`config.mk`:
```
export PLATFORM = sky130hd
export DESIGN_NAME = crc_dec_flat
export DESIGN_NICKNAME = d
export VERILOG_FILES = /design/src/rtl/crc_dec_if.sv /design/src/rtl/crc_dec.sv /design/src/flat_wrapper.sv
export SDC_FILE = /design/constraint.sdc
export NUM_CORES = 1
export LEC_CHECK = 0
export CAP_MARGIN = 20
export CORE_ASPECT_RATIO = 2
export CORE_UTILIZATION = 56
export CTS_CLUSTER_DIAMETER = 30
export CTS_CLUSTER_SIZE = 40
export DETAILED_ROUTE_END_ITERATION = 10
export GPL_TIMING_DRIVEN = 1
export MAX_ROUTING_LAYER = met4
export PLACE_DENSITY = 0.81
export SLEW_MARGIN = 20
export SYNTH_ARGS = -nofsm -noshare
export SYNTH_HDL_FRONTEND = slang
export SYNTH_SLANG_ARGS = --single-unit
```
`constraint.sdc`:
```
create_clock -name clk_40mhz -period 2.9 [get_ports clk_40mhz]
set_input_delay 0.29 -clock clk_40mhz [delete_from_list [all_inputs] [get_ports clk_40mhz]]
set_output_delay 0.29 -clock clk_40mhz [all_outputs]
set_load 0.1 [all_outputs]
```
`src/rtl/crc_dec_if.sv`:
```
`default_nettype none
// ============================================================================
//  crc_dec_if : frame-start / RAM-read / payload-stream bus of the CRC checker
//  Revision   : 1.0
// ============================================================================
interface crc_dec_if;
    logic        start;
    logic [10:0] addr;
    logic [7:0]  rd_data;
    logic        sts;
    logic [7:0]  D_RX;
    logic        D_RX_ready;
    logic [5:0]  pckt_num;
    logic        done;
    logic        crc_ok;
    logic        len_err;

    modport master (
        output start, rd_data,
        input  addr, sts, D_RX, D_RX_ready, pckt_num, done, crc_ok, len_err
    );

    modport slave (
        input  start, rd_data,
        output addr, sts, D_RX, D_RX_ready, pckt_num, done, crc_ok, len_err
    );
endinterface
`default_nettype wire

```
`src/rtl/crc_dec.sv`:
```
`default_nettype none
// ============================================================================
//  crc_dec  : receive-side CRC-16-CCITT checker and depacketizer
//  Revision : 1.0
// ============================================================================
module crc_dec #(
    parameter logic [10:0] BASE_ADDR = 11'd0
) (
    input  wire logic clk_40mhz,
    input  wire logic reset_n,
    crc_dec_if.slave  bus
);

    typedef enum logic [2:0] {
        S_IDLE = 3'd0,
        S_HDR  = 3'd1,
        S_LEN  = 3'd2,
        S_PAY  = 3'd3,
        S_CRCH = 3'd4,
        S_CRCL = 3'd5
    } state_t;

    state_t      state_q,    state_d;
    logic        hdr_wait_q, hdr_wait_d;
    logic [10:0] addr_q,     addr_d;
    logic [7:0]  len_q,      len_d;
    logic [7:0]  cnt_q,      cnt_d;
    logic [15:0] crc_q,      crc_d;
    logic        sts_q,      sts_d;
    logic [7:0]  d_rx_q,     d_rx_d;
    logic        d_rx_rdy_q, d_rx_rdy_d;
    logic [5:0]  pckt_num_q, pckt_num_d;
    logic        done_q,     done_d;
    logic        crc_ok_q,   crc_ok_d;
    logic        len_err_q,  len_err_d;

    logic [15:0] crc_next;
    logic [10:0] last_addr;
    logic        addr_more;

    // One byte of CRC-16-CCITT (0x1021), MSB first, unrolled to combinational logic.
    function automatic logic [15:0] crc16_byte(input logic [15:0] crc_in,
                                               input logic [7:0]  data);
        logic [15:0] c;
        logic        fb;
        c = crc_in;
        for (int i = 7; i >= 0; i--) begin
            fb = c[15] ^ data[i];
            c  = {c[14:0], 1'b0} ^ (fb ? 16'h1021 : 16'h0000);
        end
        return c;
    endfunction

    assign crc_next  = crc16_byte(crc_q, bus.rd_data);
    assign last_addr = BASE_ADDR + {3'd0, len_q} + 11'd3;
    assign addr_more = (addr_q != last_addr);

    always_comb begin
        state_d    = state_q;
        hdr_wait_d = hdr_wait_q;
        addr_d     = addr_q;
        len_d      = len_q;
        cnt_d      = cnt_q;
        crc_d      = crc_q;
        sts_d      = sts_q;
        d_rx_d     = d_rx_q;
        d_rx_rdy_d = 1'b0;
        pckt_num_d = pckt_num_q;
        done_d     = 1'b0;
        crc_ok_d   = crc_ok_q;
        len_err_d  = len_err_q;

        case (state_q)
            S_IDLE: begin
                if (bus.start) begin
                    state_d    = S_HDR;
                    hdr_wait_d = 1'b1;
                    addr_d     = BASE_ADDR;
                    sts_d      = 1'b1;
                    crc_ok_d   = 1'b0;
                    len_err_d  = 1'b0;
                    crc_d      = 16'hFFFF;
                end
            end

            // First HDR cycle only covers the RAM read latency of the header byte.
            S_HDR: begin
                addr_d = addr_q + 11'd1;
                if (hdr_wait_q) begin
                    hdr_wait_d = 1'b0;
                end else begin
                    pckt_num_d = bus.rd_data[5:0];
                    state_d    = S_LEN;
                end
            end

            S_LEN: begin
                addr_d = addr_q + 11'd1;
                if (bus.rd_data == 8'd0) begin
                    state_d   = S_IDLE;
                    done_d    = 1'b1;
                    len_err_d = 1'b1;
                    crc_ok_d  = 1'b0;
                    sts_d     = 1'b0;
                end else begin
                    len_d   = bus.rd_data;
                    cnt_d   = 8'd0;
                    state_d = S_PAY;
                end
            end

            S_PAY: begin
                if (addr_more) begin
                    addr_d = addr_q + 11'd1;
                end
                d_rx_d     = bus.rd_data;
                d_rx_rdy_d = 1'b1;
                crc_d      = crc_next;
                cnt_d      = cnt_q + 8'd1;
                if (cnt_q == len_q - 8'd1) begin
                    state_d = S_CRCH;
                end
            end

            S_CRCH: begin
                if (addr_more) begin
                    addr_d = addr_q + 11'd1;
                end
                crc_d   = crc_next;
                state_d = S_CRCL;
            end

            // Feeding the received CRC through the register leaves a zero residue on a match.
            S_CRCL: begin
                if (addr_more) begin
                    addr_d = addr_q + 11'd1;
                end
                crc_d    = crc_next;
                crc_ok_d = (crc_next == 16'h0000);
                done_d   = 1'b1;
                sts_d    = 1'b0;
                state_d  = S_IDLE;
            end

            default: begin
                state_d = S_IDLE;
            end
        endcase
    end

    always_ff @(posedge clk_40mhz or negedge reset_n) begin
        if (!reset_n) begin
            state_q    <= S_IDLE;
            hdr_wait_q <= 1'b0;
            addr_q     <= BASE_ADDR;
            len_q      <= 8'd0;
            cnt_q      <= 8'd0;
            crc_q      <= 16'hFFFF;
            sts_q      <= 1'b0;
            d_rx_q     <= 8'd0;
            d_rx_rdy_q <= 1'b0;
            pckt_num_q <= 6'd0;
            done_q     <= 1'b0;
            crc_ok_q   <= 1'b0;
            len_err_q  <= 1'b0;
        end else begin
            state_q    <= state_d;
            hdr_wait_q <= hdr_wait_d;
            addr_q     <= addr_d;
            len_q      <= len_d;
            cnt_q      <= cnt_d;
            crc_q      <= crc_d;
            sts_q      <= sts_d;
            d_rx_q     <= d_rx_d;
            d_rx_rdy_q <= d_rx_rdy_d;
            pckt_num_q <= pckt_num_d;
            done_q     <= done_d;
            crc_ok_q   <= crc_ok_d;
            len_err_q  <= len_err_d;
        end
    end

    assign bus.addr       = addr_q;
    assign bus.sts        = sts_q;
    assign bus.D_RX       = d_rx_q;
    assign bus.D_RX_ready = d_rx_rdy_q;
    assign bus.pckt_num   = pckt_num_q;
    assign bus.done       = done_q;
    assign bus.crc_ok     = crc_ok_q;
    assign bus.len_err    = len_err_q;

endmodule
`default_nettype wire

```
`src/flat_wrapper.sv`:
```
// flat-port wrapper written by rule: the top's interface ports become plain ports
module crc_dec_flat 
#(
    parameter logic [10:0] BASE_ADDR = 11'd0
)
  (clk_40mhz, reset_n, bus_start, bus_rd_data, bus_addr, bus_sts, bus_D_RX, bus_D_RX_ready, bus_pckt_num, bus_done, bus_crc_ok, bus_len_err);
  crc_dec_if bus_i ();
  input  wire logic clk_40mhz;
  input  wire logic reset_n;
  input wire logic [$bits(bus_i.start)-1:0] bus_start;
  input wire logic [$bits(bus_i.rd_data)-1:0] bus_rd_data;
  output wire logic [$bits(bus_i.addr)-1:0] bus_addr;
  output wire logic [$bits(bus_i.sts)-1:0] bus_sts;
  output wire logic [$bits(bus_i.D_RX)-1:0] bus_D_RX;
  output wire logic [$bits(bus_i.D_RX_ready)-1:0] bus_D_RX_ready;
  output wire logic [$bits(bus_i.pckt_num)-1:0] bus_pckt_num;
  output wire logic [$bits(bus_i.done)-1:0] bus_done;
  output wire logic [$bits(bus_i.crc_ok)-1:0] bus_crc_ok;
  output wire logic [$bits(bus_i.len_err)-1:0] bus_len_err;
  assign bus_i.start = bus_start;
  assign bus_i.rd_data = bus_rd_data;
  assign bus_addr = bus_i.addr;
  assign bus_sts = bus_i.sts;
  assign bus_D_RX = bus_i.D_RX;
  assign bus_D_RX_ready = bus_i.D_RX_ready;
  assign bus_pckt_num = bus_i.pckt_num;
  assign bus_done = bus_i.done;
  assign bus_crc_ok = bus_i.crc_ok;
  assign bus_len_err = bus_i.len_err;
  crc_dec #(.BASE_ADDR(BASE_ADDR)) u_core (.clk_40mhz(clk_40mhz), .reset_n(reset_n), .bus(bus_i));
endmodule
```
Yosys cells after proc, flatten, opt, wreduce, memory -nomap -nowiden. Index checks and enable logic that the tools add are counted.

Flip-flop bits (word level): 66. Logic and storage cells: 99.

$add $sub $neg: 4. Equality and inequality tests: 13. Multiplexer cells: 31. Bitwise operators: 18. Reduce and logical (&&, ||, !) cells: 20.

Operators by type and width (count): XOR 16 bit (8); 2-to-1 mux 13 bit (8); case mux 11 bit (3 select lines) (1); case mux 16 bit (2 select lines) (1); 2-to-1 mux 11 bit (2); logical NOT 16 bit (1); 2-to-1 mux 16 bit (1); case mux 8 bit (2 select lines) (1); case mux 3 bit (5 select lines) (1); AND reduction 3 bit (4); adder 11 x 1 -> 11 bit (second input constant) (1); != test 11 bit (1); AND reduction 2 bit (5); adder 8 x 2 -> 9 bit (second input constant) (1); 2-to-1 mux 3 bit (3); adder 8 x 1 -> 8 bit (second input constant) (1); == test 8 bit (1); logical NOT 8 bit (1); 2-to-1 mux 8 bit (1); nonzero test 2 bit (4); subtractor 8 x 1 -> 8 bit (second input constant) (1); XOR 1 bit (8); == test 3 x 2 -> 1 bit (second input constant) (2); == test 3 bit (second input constant) (2); 12 further kinds (26).

Logic depth before layout (Yosys ltp). Gate-level depths: netlist (run 1).

Depth in word-level cells: 26. Gate-level depth with buffers: 11. Mapped depth without buffers: 8.

Worst setup path before layout (run 1). OpenSTA, ideal clock, no wires.

Path kind: register -> register. Start: register u_core.addr_q[0] (netlist: u_core.bus.addr[0]). End: register u_core.addr_q[0] (netlist: u_core.bus.addr[0]). Arrival time: 2673 ps. Slack: 100 ps. Stages on the path, launching flop included: 7. Buffers on the path: 0. Period minus slack after synthesis: 2800 ps. Cells stage by stage: dfrtp_1 -> xnor2_1 -> or4_1 -> nand4bb_4 -> nor4_4 -> a211o_4 -> mux2_2.

Cells in the longest elaborated chain, start to end: 3. Elaborated cells on any way between the ends: 6. Those cells by class: add/sub (1); eq/ne (2); mux (2); reduce/logical (1).

RTL lines: from (decl) (RTL line crc_dec.sv:25) `logic [10:0] addr_q, addr_d;`; from (signal assigned) (RTL line crc_dec.sv:169) `addr_q <= addr_d;`; adder 11 x 1 -> 11 bit / != test 11 bit (equally long branches); 2-to-1 mux 11 bit / != test 2 x 1 -> 1 bit (equally long branches); case mux 11 bit (3 select lines) / AND reduction 3 bit (equally long branches).

Parallel ways exist; a longest one is shown, timed or not. The select of a mux whose other input is x is not followed. A chain may end at the register's enable or synchronous reset.

Worst setup path in the final report (run 1).
Start: register u_core.len_q[1]. End: register u_core.addr_q[0] (netlist: u_core.bus.addr[0]).

Cells in the longest elaborated chain, start to end: 4.

RTL lines: from (decl) (RTL line crc_dec.sv:26) `logic [7:0] len_q, len_d;`; from (signal assigned) (RTL line crc_dec.sv:170) `len_q <= len_d;`; adder 8 x 2 -> 9 bit (RTL line crc_dec.sv:55) `assign last_addr = BASE_ADDR + {3'd0, len_q} + 11'd3;`; != test 11 bit (RTL line crc_dec.sv:56) `assign addr_more = (addr_q != last_addr);`; != test 2 x 1 -> 1 bit (no line); AND reduction 3 bit (no line).

Every way passes these cells.

==> results of run 1 <==
## critical path, stage by stage (launching register included)
cell       delay (ns)
dfrtp_1          0.42
inv_1            0.08
ha_1             0.33
xnor2_1          0.13
or4_1            0.40
nand4bb_4        0.22
nor4_4           0.42
a211o_4          0.23
mux2_2           0.34
## per-stage QoR
stage	instance area (um^2)	worst slack, ns	hold WS (ns)
after floorplan	3660	0.100	-0.00559
after global placement	4110	0.332	0.349
after detailed placement	4110	0.260	0.362
after CTS	4420	0.206	0.00554
after global routing	4420	0.0791	0.0483
final	4420	0.206	-0.0170
## state kept, by name (all words and copies together), names as in the netlist
signal                 count
u_core.bus.done            1
u_core.hdr_wait_q          1
u_core.bus.len_err         1
u_core.bus.pckt_num        6
u_core.bus.sts             1
u_core.crc_q              16
u_core.len_q               8
u_core.state_q             3
u_core.bus.addr           11
u_core.bus.D_RX_ready      1
u_core.bus.crc_ok          1
u_core.bus.D_RX            8
u_core.cnt_q               8
## synthesized netlist by cell type, drive strengths merged (3+ instances only)
cell type	instances
a211o	6
a21oi	29
a31oi	6
and3	9
buf	10
clkbuf	8
dfrtp	50
dfstp	16
ha	3
inv	7
mux2	12
nand2	50
nand3	6
nand3b	4
nand4	6
nor2	39
nor2b	4
nor3	7
nor4	9
o21ai	24
o22a	3
or4	3
xnor2	31
xor2	13
## cells by family (layout without fill, tap and decap cells)
logic type	after synthesis	in the layout	synth area share (%)
xor+xnor	44	44	10.5
flops	66	66	45.7
buf+inv	25	82	3.83
compound gates	80	80	13.6
mux	13	13	3.97
fa+ha+maj	3	3	1.03
simple gates	151	151	21.3
## layout make-up
cell class	count	share of cell area [%]
multi-input combinational	291	41.7
sequential	66	37.8
timing repair buffer	59	10.5
clock buffer	11	5.72
tap	86	2.44
clock inverter	5	1.19
inverter	7	0.595
## cell usage in the layout (no fill, tap or decap), types with 3 or more instances in the layout
| cell | instances |
|---|---|
| and3_1 | 9 |
| nor3_1 | 7 |
| buf_4 | 49 |
| a21oi_1 | 29 |
| o22a_2 | 3 |
| inv_1 | 7 |
| or4_1 | 3 |
| nand3_1 | 6 |
| nor2b_1 | 4 |
| ha_1 | 3 |
| nand4_1 | 6 |
| xnor2_1 | 31 |
| dfstp_2 | 16 |
| nor2_1 | 39 |
| nand2_1 | 49 |
| clkbuf_16 | 9 |
| clkdlybuf4s50_1 | 9 |
| dfrtp_1 | 50 |
| o21ai_0 | 24 |
| nand3b_1 | 3 |
| mux2_2 | 12 |
| a31oi_1 | 5 |
| nor4_1 | 8 |
| clkinv_2 | 3 |
| a211o_1 | 4 |
| xor2_1 | 13 |
## routing by layer
layer	vias up	routed length, um	track usage (%)	share of wire, %
met1	1523	3330	31.9	37
met3	29	273	5.54	3.0
met2	89	5100	52.7	56
li1	1442	-	-	-
met5	-	0	-	0
met4	0	401	17.8	4.4
## final timing paths
| path | start | end | slack [ns] |
|---|---|---|---|
| max | u_core.len_q[1] | u_core.bus.addr[0] | 0.21 |
| min | reset_n | u_core.cnt_q[2] | -0.02 |
| max reg2reg | u_core.len_q[1] | u_core.bus.addr[0] | 0.21 |
| min reg2reg | u_core.bus.D_RX[1] | u_core.bus.D_RX[1] | 0.47 |
| max in group asynchronous | reset_n | u_core.state_q[1] | 2.15 |
| min in group clk_40mhz | u_core.bus.D_RX[1] | u_core.bus.D_RX[1] | 0.47 |
==> results.ini, run 1 <==
[run_status]
outcome=complete, but fails checks
violations=negative hold slack

[synth]
ys.flop_type=dfrtp_1
syn-num-nets=396
synthCells=382
ys_top_cells_by_area=dfrtp_1 (34%), dfstp_2 (11%), xnor2_1 (7.4%)
yosys.area.top_type=dfrtp_1
synth_area_um2=3660
synth-edff-count=0
synth_top_area_share_pct=34.2
async_flop_share_pct=100
ys_seq_area_share_pct=45.7
yosysWarnings=0
syn-mean-instance-area_um2=9.57
ys_seq_elements=66
yosys.cell_types.count=54

[sta]
hold_violations=20
timing.final.crit_period_ns=2.69
whs_ns=-0.0170
finalSetupTns_ns=0
clock_skew_ns=0.00677
worst_pin_slew_ns=0.664
relSlewSlack_pct=55.7
finalSetupViolCount=0
rsz0062_at_grt=no
fmax_ghz=0.371
fin_crit_sh_pct=92.9
slew_violations=0

[floorplan]
fp-row-count=41
core-area_um2=6310
die_area_um2=6880
ios=41
fp.dieW_um=59.1
die_h_um=116
start_util_pct=57.9

[clock_tree]
cts_hold_buffers=0
clk_latency_ns=0.34
cts_root_buf=clkbuf_16
post_cts_buffers=0
ctsResizeCount=0
h-tree-depth=3
cts.reportedPaths.clkPinSlew_ns=0.06
clock_path_buffers=2
cts_buffers=9
cts_sinks=66
cts_tree=yes

[placed_design]
post-place-cells=509
portBuffers=40
gp_congestion=0.910
dpl.hpwl_um=6610

[run]
maxCapViolCount=0

[layout]
fillers=494
syn2layout_area_growth_pct=20.8
seq_area_um2=1670
fin_cells=525
post-route-util_pct=70.0
fin_nets=448
multi_input_area_um2=1840
drive_gt1_share_pct=25.1
diodes=0

[drt]
routed_wl_um=9100
drtAntennaViolNets=0
drt_first_pass_iters=4
drtIter0Drc=189
via_per_inst=5.87
wl_per_cell_um=17.3
drc=0
vias=3083

[hold_path]
hold_class=in2async

[critical_path]
required_ns=3.12
cp.arrival_ns=2.91
crit_fanout=11
worstRegToRegCells=8
cp-start-kind=flop
criticalPathCategory=reg2reg
endpoint_kind=flop

[global_route]
grt_pass1_wl_um=15000
antenna_found_initial=0
grt_max_degree=31
grt_util_all_layers_pct=30.7
grt_pass1_vias=3082
globalRouteOverflowTotal=0

Power of run 1 is left out: the tool's default activity adds up to more than one toggle a clock period on the data nets, which glitch-free logic cannot reach.
==> run 2: changes to the inputs <==
Settings changed: RECOVER_POWER set to 100.
==> results.ini, run 2 (synthesized netlist as in run 1, its figures left out) <==
[layout]
syn2layout_area_growth_pct=16.6  ; was 20.8%
diodes=0  ; unchanged
drive_gt1_share_pct=15.7  ; was 25.1%
final_common_cell=dfrtp_1  ; unchanged
seq_area_um2=1670  ; unchanged
largest_register_ffs=16  ; unchanged
layout_common_cells=dfrtp_1 (50), nand2_1 (49), nor2_1 (39), clkbuf_1 (39), xnor2_1 (31)  ; was dfrtp_1 (50), nand2_1 (49), buf_4 (49)
post-route-util_pct=67.5  ; was 70.0%
top_register=u_core.crc_q  ; unchanged
fin_nets=448  ; unchanged
final_cell_area_um2=4260  ; was 4420 um^2
multi_input_area_um2=1830  ; was 1840 um^2
fillers=535  ; was 494

[sta]
clock_skew_ns=0.00627  ; was 0.00677 ns
finalSetupViolCount=0  ; unchanged
worst_pin_slew_ns=1.58  ; was 0.664 ns
fmax_ghz=0.370  ; was 0.371 GHz
rsz0062_at_grt=no  ; unchanged
finalSetupTns_ns=0  ; unchanged
slew_violations=31  ; was 0
hold_violations=0  ; was 20
timing.final.crit_period_ns=2.71  ; was 2.69 ns
relSlewSlack_pct=-5.14  ; was 55.7%
whs_ns=0.339  ; was -0.0170 ns
fin_crit_sh_pct=93.3  ; was 92.9%

[floorplan]
start_util_pct=57.9  ; unchanged
fp.dieW_um=59.1  ; unchanged
fp-row-count=41  ; unchanged
ios=41  ; unchanged
die_h_um=116  ; unchanged
die_area_um2=6880  ; unchanged
core-area_um2=6310  ; unchanged

[drt]
via_per_inst=5.93  ; was 5.87
wl_per_cell_um=17.4  ; was 17.3 um
drt_first_pass_iters=4  ; unchanged
drtAntennaViolNets=0  ; unchanged
vias=3112  ; was 3,083
drtIter0Drc=163  ; was 189
routed_wl_um=9140  ; was 9100 um
drc=0  ; unchanged

[global_route]
grt_pass1_vias=3082  ; unchanged
grt_pass1_wl_um=15000  ; unchanged
globalRouteOverflowTotal=0  ; unchanged
grt_max_degree=31  ; unchanged
grt_util_all_layers_pct=30.7  ; unchanged
antenna_found_initial=0  ; unchanged

[clock_tree]
clock_path_buffers=2  ; unchanged
cts_sinks=66  ; unchanged
cts_tree=yes  ; unchanged
h-tree-depth=3  ; unchanged
cts_hold_buffers=0  ; unchanged
cts_buffers=9  ; unchanged
clk_latency_ns=0.33  ; was 0.34 ns
cts.reportedPaths.clkPinSlew_ns=0.05  ; was 0.06 ns
post_cts_buffers=0  ; unchanged
ctsResizeCount=0  ; unchanged
cts_root_buf=clkbuf_16  ; unchanged

[hold_path]
hold_class=in2async  ; unchanged

[run]
maxCapViolCount=1  ; was 0

[critical_path]
path_cells=inv_1 -> ha_1 -> xnor2_1 -> or4_1 -> nand4bb_4 -> nor4_4 -> clkbuf_1 -> nor4b_1 -> a211o_1  ; was inv_1 -> ha_1 -> xnor2_1 -> or4_1 -> nand4bb_4 -> nor4_4 -> a211o_4 -> mux2_2
slowest_delay_ns=0.42  ; about the same
startpoint=u_core.len_q[1]  ; unchanged
cp_slowest_cell=dfrtp_1  ; unchanged
path_buf_inv=2  ; was 1
required_ns=3.12  ; about the same
crit_fanout=6  ; was 11
cp-start-kind=flop  ; unchanged
cp.arrival_ns=2.92  ; was 2.91 ns
cpLargestDelayFamily=simple AND/OR/NAND/NOR gates  ; unchanged
endpoint_kind=flop  ; unchanged
r2r_start=u_core.len_q[1]  ; unchanged
criticalPathCategory=reg2reg  ; unchanged

[run_status]
outcome=complete, but fails checks  ; unchanged
violations=max-capacitance violations, max-slew violations  ; was negative hold slack

[placed_design]
dpl_cell_area_um2=4110  ; unchanged
gp_congestion=0.910  ; unchanged
dpl.hpwl_um=6610  ; unchanged
portBuffers=40  ; unchanged

[run 2: path summary, 6_finish.rpt]
check	endpoint	slack, ns	cells past startpoint
worst max-delay path	u_core.bus.addr[2]	0.19	9
worst min-delay path	u_core.cnt_q[2]	0.34	1
worst max register to register	u_core.bus.addr[2]	0.19	9
worst min register to register	u_core.bus.D_RX[1]	0.47	2
max in group asynchronous	u_core.state_q[1]	0.75	2
min in group clk_40mhz	u_core.bus.D_RX[1]	0.47	2
[run 2: final cells by class]
cell class                 count  share of cell area (%)
multi-input combinational    291                    43.0
sequential                    66                    39.2
timing repair buffer          59                    7.49
clock buffer                  11                    5.93
tap                           86                    2.52
clock inverter                 5                    1.23
inverter                       7                   0.617
[run 2: stage by stage]
step	instances	worst slack, ns
final	525	0.194
after global routing	525	0.0792
after CTS	525	0.206
after detailed placement	509	0.260
after global placement	509	0.332
after floorplan	382	0.100
[run 2: layer usage]
metal,up-vias,GRT usage [%],share of wire (%)
li1,1442,-,-
met1,1553,31.9,37
met2,90,52.7,56
met3,27,5.54,2.9
met4,0,17.8,4.3
met5,-,-,0
Power of run 2 is left out for the same reason.
==> run 3: changes to the inputs <==
==> constraint.sdc (replaced) <==
create_clock -name clk_40mhz -period 3.1 [get_ports clk_40mhz]
set_input_delay 0.465 -clock clk_40mhz [delete_from_list [all_inputs] [get_ports clk_40mhz]]
set_output_delay 0.465 -clock clk_40mhz [all_outputs]
set_load 0.1 [all_outputs]
==> results.ini, run 3 (synthesized netlist as in run 1, its figures left out) <==
[floorplan]
core-area_um2=6310  ; unchanged
fp-row-count=41  ; unchanged
start_util_pct=57.9  ; unchanged
die_h_um=116  ; unchanged
die_area_um2=6880  ; unchanged
fp.dieW_um=59.1  ; unchanged
ios=41  ; unchanged

[clock_tree]
clock_path_buffers=2  ; unchanged
cts_tree=yes  ; unchanged
cts_root_buf=clkbuf_16  ; unchanged
post_cts_buffers=0  ; unchanged
cts_buffers=9  ; unchanged
clk_latency_ns=0.33  ; about the same
cts.reportedPaths.clkPinSlew_ns=0.05  ; about the same
cts_sinks=66  ; unchanged
cts_hold_buffers=0  ; unchanged
ctsResizeCount=0  ; unchanged
h-tree-depth=3  ; unchanged

[sta]
worst_pin_slew_ns=1.64  ; was 1.58 ns
fmax_ghz=0.365  ; was 0.370 GHz
relSlewSlack_pct=-10.8  ; was -5.14%
finalSetupViolCount=0  ; unchanged
clock_skew_ns=0.00670  ; was 0.00627 ns
whs_ns=0.399  ; was 0.339 ns
hold_violations=0  ; unchanged
timing.final.crit_period_ns=2.74  ; was 2.71 ns
slew_violations=8  ; was 31
rsz0062_at_grt=no  ; unchanged
fin_crit_sh_pct=88.4  ; was 93.3%
finalSetupTns_ns=0  ; unchanged

[critical_path]
path_cells=inv_1 -> ha_1 -> xnor2_1 -> or4_1 -> nand4bb_1 -> nor4_4 -> a211o_4 -> mux2_2  ; was inv_1 -> ha_1 -> xnor2_1 -> or4_1 -> nand4bb_4 -> nor4_4 -> clkbuf_1 -> nor4b_1 -> a211o_1
cpLargestDelayFamily=simple AND/OR/NAND/NOR gates  ; unchanged
path_buf_inv=1  ; was 2
cp-start-kind=flop  ; unchanged
criticalPathCategory=reg2reg  ; unchanged
cp_slowest_cell=dfrtp_1  ; unchanged
required_ns=3.32  ; was 3.12 ns
crit_fanout=11  ; was 6
slowest_delay_ns=0.47  ; was 0.42 ns
cp.arrival_ns=2.96  ; was 2.92 ns
endpoint_kind=flop  ; unchanged

[layout]
layout_common_cells=dfrtp_1 (50), nand2_1 (49), nor2_1 (39)  ; was dfrtp_1 (50), nand2_1 (49), nor2_1 (39), clkbuf_1 (39), xnor2_1 (31)
top_register=u_core.crc_q  ; unchanged
fin_nets=440  ; was 448
fillers=535  ; unchanged
diodes=0  ; unchanged
final_common_cell=dfrtp_1  ; unchanged
drive_gt1_share_pct=13.9  ; was 15.7%
syn2layout_area_growth_pct=14.1  ; was 16.6%
largest_register_ffs=16  ; unchanged

[drt]
via_per_inst=5.85  ; was 5.93
wl_per_cell_um=17.3  ; was 17.4 um
drt_first_pass_iters=4  ; unchanged
drtIter0Drc=190  ; was 163
drc=0  ; unchanged
routed_wl_um=8920  ; was 9140 um
drtAntennaViolNets=0  ; unchanged
vias=3027  ; was 3,112

[run_status]
violations=max-capacitance violations, max-slew violations  ; unchanged
outcome=complete, but fails checks  ; unchanged

[placed_design]
dpl.hpwl_um=6280  ; was 6610 um
gp_congestion=0.865  ; was 0.910
portBuffers=40  ; unchanged

[global_route]
grt_pass1_vias=3062  ; was 3,082
grt_pass1_wl_um=14600  ; was 15,000 um
grt_util_all_layers_pct=30.2  ; was 30.7%
globalRouteOverflowTotal=0  ; unchanged
grt_max_degree=26  ; was 31
antenna_found_initial=0  ; unchanged

[hold_path]
hold_class=in2async  ; unchanged

[run]
maxCapViolCount=1  ; unchanged

## run 3: cell types whose count changed in the layout (fill, tap and decap cells not counted), sizes merged
cell,previous run,this run
buf,11,5
bufinv,1,0
clkbuf,50,49
## run 3: layer usage
layer / GRT usage (%) / vias to the layer above / part of all wire [%] / wire length, um
met4: 19.4 / 0 / 5.2 / 464
met5: - / - / 0 / 0
li1: - / 1423 / - / -
met3: 5.43 / 38 / 3.7 / 328
met2: 51.1 / 99 / 54 / 4840
met1: 31.4 / 1467 / 37 / 3290
## run 3: worst paths after layout
kind	endpoint	cells after the start	startpoint	slack [ns]
setup / recovery	u_core.bus.addr[0]	8	u_core.len_q[0]	0.36
hold / removal	u_core.cnt_q[2]	1	reset_n	0.40
setup reg to reg	u_core.bus.addr[0]	8	u_core.len_q[0]	0.36
hold reg to reg	u_core.bus.D_RX[3]	2	u_core.bus.D_RX[3]	0.47
max in group asynchronous	u_core.bus.crc_ok	2	reset_n	0.91
min in group clk_40mhz	u_core.bus.D_RX[3]	2	u_core.bus.D_RX[3]	0.47
## run 3: cell type report
cell class / instances / area (um^2) / area share [%]
Multi-Input combinational cell: 291 / 1820 / 43.5
Timing Repair Buffer: 51 / 267 / 6.39
Tap cell: 86 / 108 / 2.58
Inverter: 7 / 26.3 / 0.630
Sequential cell: 66 / 1670 / 40.1
Clock buffer: 12 / 256 / 6.15
Clock inverter: 4 / 26.3 / 0.630
## run 3: metrics by stage
stage               worst slack (ns)  std cells  instance area [um^2]  util, %
global route                   0.209        517                  4170     66.1
finish                         0.360        517                  4170     66.1
floorplan                      0.300        382                  3660        -
global placement               0.521        501                  4050     64.2
CTS                            0.388        517                  4340     68.7
detailed placement             0.442        501                  4050     64.2
Power of run 3 is left out for the same reason.
